### src/rtl/multicycle_ctrl_pkg.sv
// Shared encodings for the multicycle MIPS controller: FSM states, opcode and
// funct values, and the select/ALU encodings driven on the control outputs.
package multicycle_ctrl_pkg;

    localparam int unsigned OP_W    = 6;
    localparam int unsigned FUNCT_W = 6;
    localparam int unsigned ALUC_W  = 3;
    localparam int unsigned ALUOP_W = 2;
    localparam int unsigned SEL_W   = 2;

    typedef enum logic [3:0] {
        S_FETCH    = 4'd0,
        S_DECODE   = 4'd1,
        S_MEMADR   = 4'd2,
        S_MEMREAD  = 4'd3,
        S_MEMWB    = 4'd4,
        S_MEMWRITE = 4'd5,
        S_EXECUTE  = 4'd6,
        S_ALUWB    = 4'd7,
        S_BRANCH   = 4'd8,
        S_ADDIEXEC = 4'd9,
        S_ADDIWB   = 4'd10,
        S_JUMP     = 4'd11
    } state_t;

    // Opcodes
    localparam logic [OP_W-1:0] OP_RTYPE = 6'b000000;
    localparam logic [OP_W-1:0] OP_LW    = 6'b100011;
    localparam logic [OP_W-1:0] OP_SW    = 6'b101011;
    localparam logic [OP_W-1:0] OP_BEQ   = 6'b000100;
    localparam logic [OP_W-1:0] OP_ADDI  = 6'b001000;
    localparam logic [OP_W-1:0] OP_J     = 6'b000010;

    // R-type funct codes
    localparam logic [FUNCT_W-1:0] FN_ADD = 6'b100000;
    localparam logic [FUNCT_W-1:0] FN_SUB = 6'b100010;
    localparam logic [FUNCT_W-1:0] FN_AND = 6'b100100;
    localparam logic [FUNCT_W-1:0] FN_OR  = 6'b100101;
    localparam logic [FUNCT_W-1:0] FN_SLT = 6'b101010;

    // ALU control (single-cycle encoding)
    localparam logic [ALUC_W-1:0] ALU_ADD  = 3'b010;
    localparam logic [ALUC_W-1:0] ALU_SUB  = 3'b110;
    localparam logic [ALUC_W-1:0] ALU_AND  = 3'b000;
    localparam logic [ALUC_W-1:0] ALU_OR   = 3'b001;
    localparam logic [ALUC_W-1:0] ALU_SLT  = 3'b111;
    localparam logic [ALUC_W-1:0] ALU_NONE = 3'b000;

    // aluop between FSM and ALU decoder; NONE drives alucontrol to zero
    localparam logic [ALUOP_W-1:0] ALUOP_ADD   = 2'b00;
    localparam logic [ALUOP_W-1:0] ALUOP_SUB   = 2'b01;
    localparam logic [ALUOP_W-1:0] ALUOP_FUNCT = 2'b10;
    localparam logic [ALUOP_W-1:0] ALUOP_NONE  = 2'b11;

    // ALU B source
    localparam logic [SEL_W-1:0] SRCB_REGB    = 2'b00;
    localparam logic [SEL_W-1:0] SRCB_FOUR    = 2'b01;
    localparam logic [SEL_W-1:0] SRCB_IMM     = 2'b10;
    localparam logic [SEL_W-1:0] SRCB_IMM_SH2 = 2'b11;

    // PC source
    localparam logic [SEL_W-1:0] PCSRC_ALU    = 2'b00;
    localparam logic [SEL_W-1:0] PCSRC_ALUOUT = 2'b01;
    localparam logic [SEL_W-1:0] PCSRC_JUMP   = 2'b10;

    // True for the R-type functs the datapath implements
    function automatic logic funct_legal(input logic [FUNCT_W-1:0] f);
        case (f)
            FN_ADD, FN_SUB, FN_AND, FN_OR, FN_SLT: funct_legal = 1'b1;
            default:                               funct_legal = 1'b0;
        endcase
    endfunction

endpackage

### src/rtl/mc_aludec.sv
// ALU decoder: maps aluop (and funct for R-type) to the ALU control code.
//   funct      in  R-type function field
//   aluop      in  operation class from the FSM
//   alucontrol out ALU operation
module mc_aludec
    import multicycle_ctrl_pkg::*;
(
    input  logic [FUNCT_W-1:0] funct,
    input  logic [ALUOP_W-1:0] aluop,
    output logic [ALUC_W-1:0]  alucontrol
);

    always_comb begin
        alucontrol = ALU_NONE;
        case (aluop)
            ALUOP_ADD: alucontrol = ALU_ADD;
            ALUOP_SUB: alucontrol = ALU_SUB;
            ALUOP_FUNCT: begin
                case (funct)
                    FN_ADD:  alucontrol = ALU_ADD;
                    FN_SUB:  alucontrol = ALU_SUB;
                    FN_AND:  alucontrol = ALU_AND;
                    FN_OR:   alucontrol = ALU_OR;
                    FN_SLT:  alucontrol = ALU_SLT;
                    default: alucontrol = ALU_ADD;
                endcase
            end
            default: alucontrol = ALU_NONE;
        endcase
    end

endmodule

### src/rtl/multicycle_ctrl.sv
// Multicycle MIPS control FSM with a shared, possibly stalling memory.
// Outputs are Moore decodes of the state, except irwrite/pcen in FETCH
// (gated by mem_ready) and pcen in BRANCH (gated by zero).
//   clk, reset       clock, async active-high reset
//   op, funct        instruction fields from the IR
//   zero             ALU zero flag (BRANCH)
//   mem_ready        memory access completes this cycle
//   iord..illegal    datapath control strobes and selects
module multicycle_ctrl
    import multicycle_ctrl_pkg::*;
(
    input  logic               clk,
    input  logic               reset,
    input  logic [OP_W-1:0]    op,
    input  logic [FUNCT_W-1:0] funct,
    input  logic               zero,
    input  logic               mem_ready,
    output logic               iord,
    output logic               memwrite,
    output logic               irwrite,
    output logic               regdst,
    output logic               memtoreg,
    output logic               regwrite,
    output logic               alusrca,
    output logic [SEL_W-1:0]   alusrcb,
    output logic [SEL_W-1:0]   pcsrc,
    output logic               pcen,
    output logic [ALUC_W-1:0]  alucontrol,
    output logic               illegal
);

    state_t              r_state;
    state_t              w_next;
    logic [ALUOP_W-1:0]  w_aluop;

    // State register; reset forces FETCH without waiting for a clock
    always_ff @(posedge clk or posedge reset) begin
        if (reset) r_state <= S_FETCH;
        else       r_state <= w_next;
    end

    mc_aludec u_aludec (
        .funct      (funct),
        .aluop      (w_aluop),
        .alucontrol (alucontrol)
    );

    // Next-state and output decode
    always_comb begin
        w_next   = S_FETCH;
        w_aluop  = ALUOP_NONE;
        iord     = 1'b0;
        memwrite = 1'b0;
        irwrite  = 1'b0;
        regdst   = 1'b0;
        memtoreg = 1'b0;
        regwrite = 1'b0;
        alusrca  = 1'b0;
        alusrcb  = SRCB_REGB;
        pcsrc    = PCSRC_ALU;
        pcen     = 1'b0;
        illegal  = 1'b0;
        case (r_state)
            S_FETCH: begin
                alusrcb = SRCB_FOUR;
                w_aluop = ALUOP_ADD;
                // reset may be asserted while parked here; keep the IR and PC quiet
                irwrite = mem_ready & ~reset;
                pcen    = mem_ready & ~reset;
                w_next  = mem_ready ? S_DECODE : S_FETCH;
            end
            S_DECODE: begin
                alusrcb = SRCB_IMM_SH2;
                w_aluop = ALUOP_ADD;
                case (op)
                    OP_LW, OP_SW: w_next = S_MEMADR;
                    OP_RTYPE:     w_next = S_EXECUTE;
                    OP_BEQ:       w_next = S_BRANCH;
                    OP_ADDI:      w_next = S_ADDIEXEC;
                    OP_J:         w_next = S_JUMP;
                    default: begin
                        illegal = 1'b1;
                        w_next  = S_FETCH;
                    end
                endcase
            end
            S_MEMADR: begin
                alusrca = 1'b1;
                alusrcb = SRCB_IMM;
                w_aluop = ALUOP_ADD;
                if (op == OP_LW)      w_next = S_MEMREAD;
                else if (op == OP_SW) w_next = S_MEMWRITE;
                else                  w_next = S_FETCH;
            end
            S_MEMREAD: begin
                iord   = 1'b1;
                w_next = mem_ready ? S_MEMWB : S_MEMREAD;
            end
            S_MEMWRITE: begin
                iord     = 1'b1;
                memwrite = 1'b1;
                w_next   = mem_ready ? S_FETCH : S_MEMWRITE;
            end
            S_MEMWB: begin
                memtoreg = 1'b1;
                regwrite = 1'b1;
            end
            S_EXECUTE: begin
                alusrca = 1'b1;
                w_aluop = ALUOP_FUNCT;
                illegal = ~funct_legal(funct);
                w_next  = S_ALUWB;
            end
            S_ALUWB: begin
                regdst   = 1'b1;
                regwrite = 1'b1;
            end
            S_BRANCH: begin
                alusrca = 1'b1;
                w_aluop = ALUOP_SUB;
                pcsrc   = PCSRC_ALUOUT;
                pcen    = zero;
            end
            S_ADDIEXEC: begin
                alusrca = 1'b1;
                alusrcb = SRCB_IMM;
                w_aluop = ALUOP_ADD;
                w_next  = S_ADDIWB;
            end
            S_ADDIWB: begin
                regwrite = 1'b1;
            end
            S_JUMP: begin
                pcsrc = PCSRC_JUMP;
                pcen  = 1'b1;
            end
            default: w_next = S_FETCH;
        endcase
    end

endmodule

### config.mk
export PLATFORM = sky130hd
export DESIGN_NAME = multicycle_ctrl
export DESIGN_NICKNAME = d
export VERILOG_FILES = /design/src/rtl/multicycle_ctrl_pkg.sv /design/src/rtl/mc_aludec.sv /design/src/rtl/multicycle_ctrl.sv
export SDC_FILE = /design/constraint.sdc
export NUM_CORES = 1
export LEC_CHECK = 0
export BUFFER_PORTS_ARGS = -buffer_cell sky130_fd_sc_hd__buf_2
export CAP_MARGIN = 40
export CORE_AREA = 2 2 39 41
export CTS_BUF_LIST = sky130_fd_sc_hd__clkbuf_2
export DETAILED_ROUTE_END_ITERATION = 10
export DIE_AREA = 0 0 41 43
export GPL_TIMING_DRIVEN = 0
export PLACE_DENSITY = 0.78
export SKIP_LAST_GASP = 1
export SLEW_MARGIN = 5
export SYNTH_ARGS = -nofsm -noshare
export SYNTH_HDL_FRONTEND = slang
export SYNTH_SLANG_ARGS = --single-unit
### constraint.sdc
create_clock -name clk -period 2.7 [get_ports clk]
set_clock_uncertainty 0.15 [all_clocks]
set_input_delay 0.405 -clock clk [delete_from_list [all_inputs] [get_ports clk]]
set_output_delay 0.405 -clock clk [all_outputs]
set_load 0.005 [all_outputs]
==> results of run 1 <==
==> synth_stat cells (2+ instances only) <==
| library cell | number | area (um^2) |
|---|---|---|
| or3_1 | 2 | 12.5 |
| nand2_1 | 7 | 26.3 |
| a21oi_1 | 4 | 20.0 |
| nand3_1 | 5 | 25.0 |
| o21ai_0 | 3 | 15.0 |
| nor4b_1 | 2 | 17.5 |
| nor2b_1 | 3 | 18.8 |
| nand2b_1 | 3 | 18.8 |
| buf_2 | 2 | 10.0 |
| nand4_1 | 3 | 18.8 |
| a211o_1 | 2 | 17.5 |
| inv_1 | 5 | 18.8 |
| dfrtp_1 | 4 | 100 |
| nor3_1 | 6 | 30.0 |
| nor2_1 | 9 | 33.8 |
==> layer usage <==
| layer | wire length [um] | track usage, % | up-vias |
|---|---|---|---|
| li1 | - | - | 382 |
| met1 | 731 | 26.8 | 323 |
| met2 | 764 | 29.7 | 27 |
| met3 | 94 | 4.71 | 0 |
| met4 | 0 | 6.00 | 0 |
| met5 | 0 | 0 | - |
==> cell families (layout without fill, tap and decap cells) <==
logic type,Yosys count,after routing
simple gates,45,45
mux,1,1
xor+xnor,2,2
buf+inv,10,45
flops,4,4
compound gates,21,21
==> layout make-up <==
type,count,share of cell area (%)
Clock buffer,3,1.93
Timing Repair Buffer,32,21.2
Tap cell,16,2.57
Sequential cell,4,12.9
Inverter,6,2.89
Buffer,4,3.70
Multi-Input combinational cell,69,54.8
==> tightest hold or removal path, delay by kind of cell <==
| family | cells | cell delay [ps] |
|---|---|---|
| buffers and inverters | 3 | 780 |
==> cell usage in the layout, fill, tap and decap left out, drive strengths merged, types with 2 or more instances in the layout <==
cell type / instances
a211o: 2
a21oi: 4
buf: 35
clkbuf: 3
dfrtp: 4
inv: 6
nand2: 7
nand2b: 3
nand3: 5
nand4: 3
nor2: 10
nor2b: 3
nor3: 6
nor4b: 2
o21ai: 4
or3: 2
==> through the flow <==
step	std cells	worst slack (ps)
2_1_floorplan	83	966
3_3_place_gp	130	674
3_5_place_dp	130	705
4_1_cts	134	499
5_1_grt	134	355
6_report	134	484
==> final timing paths <==
path	start	end	slack [ps]	cells after the start
max in group asynchronous	reset	r_state[1]$_DFF_PP0_	1770	3
worst min register to register	r_state[0]$_DFF_PP0_	r_state[2]$_DFF_PP0_	540	2
worst max-delay path	r_state[2]$_DFF_PP0_	illegal	480	5
worst min-delay path	reset	r_state[2]$_DFF_PP0_	480	3
worst max register to register	r_state[0]$_DFF_PP0_	r_state[0]$_DFF_PP0_	1060	5
min in group clk	mem_ready	r_state[0]$_DFF_PP0_	480	4
==> power by group <==
part / switching [mW] / total [mW] / internal [mW]
logic: 0.0549 / 0.101 / 0.0462
registers: 0.00275 / 0.0663 / 0.0636
clock network: 0.0238 / 0.0536 / 0.0299
total: 0.0814 / 0.221 / 0.140
==> results.md, run 1 <==
* Design Area, Final at 778 um^2
* Worst hold slack at 476 ps
* Total global routing overflow at 0
* Leak at 0.388 nW
* Post-route ant nets at 0
* Top Registers: r_state x4
* Post-synthesis adder-cell area fraction at 0%
* Kind of critical path: reg -> out
* Clock-pin transition on the worst setup and hold timing paths at 40 ps
* Final period utilization at between 80% and 90%
* XOR/XNOR Fraction of Synth Area at 3.03%
* Detailed Place HPWL at between 1000 and 1500 um
* Largest net degree at the start of global routing at 11
* CTS Buf Count at 3
* Maximum VDD drop at 0.182 mV
* Yosys cell types at 38
* Share of cells above drive strength 1 at a little over a third
* Worst path top cell family by delay: simple AND/OR/NAND/NOR gates
* Worst Max-Slew Pin Slew at approximately 550 ps
* Boundary Pins at 32
* Final Hold Fails at 0
* Initial Util at between 40% and 50%
* Die area at 1760 um^2
* CP Cell Sequence: buf_2 > nor4b_1 > nand4_1 > o21ai_1 > buf_2
* Via count at approximately 730
* Initial antenna violation count at 0
* Worst Hold Class: in -> async
* Flops & latches, synth at 4
* Post-synthesis simple-gate area fraction at 41.8%
* Crit path largest cell delay at between 400 and 500 ps
* Mux share of post-synthesis cell area at 1.73%
* CP Buf/Inv Count at 2
* Post-Syn Area at 578 um^2
* Die Y at 43 um
* CP max stage cell: nor4b_1
* Resize count post-CTS at 0
* Syn. warnings at 0
* Fmax at 451 MHz
* Worst setup EP type: output pin
* Largest register FFs at 4
* RSZ-0062 raised after global routing: no
* Tmin final at 2220 ps
* EDFF count, synth at 0
* Clock buffer depth at 2
* First drt pass iteration count at 4
* Final net count at between 100 and 150
* CTS tree: built
* Skew-Pair Late Insertion Delay at 200 ps
* Placed Area at around 750 um^2
* H-tree levels at 1
* Final setup TNS at 0 ps
* Final total power at ~0.22 mW
* Setup bufs post-CTS at 0
* Startpoint types: flip-flop
* Status: finished clean
* Final setup violation count at 0
* CTS root buffer: clkbuf_2
* Antenna diodes at 0
* Chip Width at about 41 um
* Final Max Tran Viols at 0
* Number of max-cap violations at 0
* Reg area at 100 um^2
* # fillers at around 140
* Post-DR wirelength/cell at 11.9 um
* Area of the multi-input gates at 427 um^2
* DRC errors left at 0
* Total clock sinks at 4
* Area grow syn2layout at 34.6%
* Most frequent cell on the critical path: buf_2
* Hold-fix buffers, CTS at 1
* Max transition margin at 63.0%
* Gr usage total at 19.7%
* Power density cells at 284 nW/um^2
* Layout Utilization at between 50% and 60%
* Worst path arrival time at 1660 ps
* Critical path fanouts, max at 10
* Core area at 1380 um^2
* Largest family of logic cells by synthesized area: simple AND/OR/NAND/NOR gates
* Syn Nets at slightly below 100
* Mean number of vias per cell at 5.46
* Register area share after synthesis at 17.3%
* Post-synth ARST share at 100%
* Routed WL at 1590 um
* Synth Instances at between 80 and 90
* Required @ worst endpoint at 2140 ps
* Row cnt at 14
* Primary flip-flop cell chosen by synthesis mapping: dfrtp_1
* Reg with most FFs: r_state
* Vias in the first global route at 602
* Compound-Gate Fraction of Synth Area at 27.3%
* DR iter-0 viols at 14
* PortBufs at 31
* Synthesized area per cell at 6.96 um^2
* GPL Wtd Cong at 0.841
* First-pass GRT wire length at 2440 um
Note: power is estimated with default switching activity, not from simulation.
==> run 2: changes to the inputs <==
- ABC_AREA: not set -> 1
- PLACE_DENSITY: 0.78 -> 0.77
- clock period: 2.7 -> 2.1 ns (I/O delays scaled with it)
==> run 2 against run 1 <==
  * Clock-buffer cell count unchanged
  * Register-to-register slack worse by 300 ps
  * Cell count is 20% higher
  * Non-clock buffer count decreased by 4
  * Worst hold slack got worse by 130 ps
  * Wire length down 4.8%
  * Worst setup slack lost 310 ps
  * Area after synthesis fell by 3.0%
==> results.md, run 2 <==
* Row cnt at 14
* Final Max Tran Viols at 0
* CTS tree: built
* Chip Width at 41 um
* Skew-Pair Late Insertion Delay at 200 ps
* Clock buffer depth at 2
* Finished Layout Cells at 161
* Critical Path Start: reset
* Required @ worst endpoint at 1630 ps
* GPL Wtd Cong at about 0.78
* Post-Syn Area at 561 um^2
* Largest net degree at the start of global routing at 9
* Initial antenna violation count at 0
* Maximum VDD drop at ~0.21 mV
* Flops & latches, synth at 4
* Worst Max-Slew Pin Slew at slightly above 300 ps
* Clock-pin transition on the worst setup and hold timing paths at around 40 ps
* Leak at 0.548 nW
* Number of max-cap violations at 0
* Worst setup EP type: output pin
* Most frequent cells in the layout: buf_2 (31), nand2_1 (29), nor2_1 (23)
* Reg area at roughly 100 um^2
* CTS root buffer: clkbuf_2
* Initial Util at 40.5%
* Boundary Pins at 32
* Worst path top cell family by delay: buffers and inverters
* First drt pass iteration count at 4
* Pre-CTS setup slack at between 400 and 500 ps
* Layout Utilization at 55.0%
* Min-delay src: mem_ready
* PortBufs at 31
* Synthesized area per cell at between 5 and 6 um^2
* Area of the multi-input gates at 378 um^2
* Total global routing overflow at 0
* H-tree levels at 1
* Post-Place Cells at 157
* # fillers at 159
* Vias in the first global route at 657
* Max transition margin at 79.7%
* Die Y at roughly 43 um
* Yosys cell types at 17
* Synth Instances at 110
* Status: finished clean
* CTS Buf Count at 3
* Power density cells at 341 nW/um^2
* Critical path fanouts, max at 5
* EDFF count, synth at 0
* Kind of critical path: in -> out
* Startpoint types: primary input
* Final net count at 163
* Synth area leaders: nand2_1 (19%), dfrtp_1 (18%), nor2_1 (15%), inv_1 (14%), nand3_1 (13%)
* Die area at 1760 um^2
* Final setup TNS at 0 ps
* Reg with most FFs: r_state
* DR iter-0 viols at 13
* Mean number of vias per cell at 4.84
* Share of cells above drive strength 1 at roughly 27%
* Post-DR wirelength/cell at 9.41 um
* RSZ-0062 raised after global routing: no
* DRC errors left at 0
* Worst Hold Class: in -> reg
* Tmin final at 1930 ps
* Gr usage total at 19.0%
* Final period utilization at 91.8%
* Post-route ant nets at 0
* Fmax at 519 MHz
* CP max stage cell: dlygate4sd3_1
* Area grow syn2layout at 35.7%
* Crit path largest cell delay at 530 ps
* Leading cell type by number of instances after synthesis: nand2_1
* Setup slack after layout at between 150 and 200 ps
* Setup bufs post-CTS at 0
* Most common cell after layout, fill and taps aside: buf_2
* Primary flip-flop cell chosen by synthesis mapping: dfrtp_1
* Final Hold Fails at 0
* Leading post-synthesis cells by instance count: nand2_1 (29), nor2_1 (23), inv_1 (21)
* Antenna diodes at 0
* Worst hold slack at around 350 ps
* Worst reg2reg startpoint: r_state[2]$_DFF_PP0_
* Worst path arrival time at between 1000 and 1500 ps
* Syn. warnings at 0
* Largest register FFs at 4
* Top Registers: r_state x4
* Syn Nets at 126
* CP Buf/Inv Count at 4
* Post-synth ARST share at between 90% and 100%
* Detailed Place HPWL at 1280 um
* Total clock sinks at 4
* Core area at 1380 um^2
* Most frequent cell on the critical path: buf_2
* Final setup violation count at 0
* First-pass GRT wire length at 2440 um
* Routed WL at 1520 um
* Via count at 779
* CP Cell Sequence: dlygate4sd3_1 > buf_2 > inv_1 > nand4_1 > nand3b_1 > buf_2
* Hold-fix buffers, CTS at 1
* Cell taking the most area after synthesis: nand2_1
* Yosys top cell area share at 19.4%
* Register area share after synthesis at 17.9%
* Resize count post-CTS at 0
## run 2: changes by cell type after synthesis, moves of 2 or more
cell,change
nor3_1,-4
a211o_1,-2
nor2_1,+14
or3_1,-2
nor2b_1,-3
nand2_1,+22
nor4b_1,-2
inv_1,+16
buf_2,-2
nand2b_1,-3
nand3_1,+9
## run 2: routing by layer
metal / track usage, % / routed length [um] / up-vias
li1: - / - / 413
met1: 22.3 / 643 / 341
met2: 33.4 / 791 / 23
met3: 0.524 / 62 / 2
met4: 8.00 / 17 / 0
met5: 0 / 0 / -
## run 2: logic make-up after synthesis
kind of cell / after synthesis / synth area share (%)
DFF: 4 / 17.9
and+or+nand+nor: 77 / 60.9
buffers and inverters: 22 / 14.7
AOI/OAI and AO/OA: 7 / 6.47
## run 2: worst paths after layout
path / endpoint / slack, ps / cells past startpoint
min in group asynchronous: r_state[1]$_DFF_PP0_ / 390 / 3
min reg2reg: r_state[0]$_DFF_PP0_ / 530 / 3
min: r_state[2]$_DFF_PP0_ / 350 / 4
max reg2reg: r_state[1]$_DFF_PP0_ / 760 / 5
max: pcen / 170 / 6
max in group asynchronous: r_state[3]$_DFF_PP0_ / 1240 / 3
## run 2: layout make-up
type / instances / area share [%]
inverter: 22 / 10.9
clock buffer: 3 / 1.97
sequential: 4 / 13.2
multi-input combinational: 84 / 49.7
timing repair buffer: 32 / 21.7
tap: 16 / 2.63
## run 2: worst register-to-register path, cell delays in order (launching register included)
cell and delay, ps:
dfrtp_1 420, nor2_2 260, nand2_1 170, inv_1 130
o21ai_0 90, nand2_1 70
## run 2: report_power, final
group	switching, mW	leakage (nW)	internal (mW)
Sequential	0.00384	0.0542	0.0819
Combinational	0.0621	0.481	0.0443
Clock	0.0285	0.0125	0.0384
Total	0.0944	0.548	0.165
## run 2: through the flow
step / cell area [um^2] / power (mW)
after floorplan: 561 / 0.146
after global placement: 736 / 0.189
after detailed placement: 736 / 0.191
after CTS: 761 / 0.260
after global routing: 761 / 0.288
final: 761 / 0.259
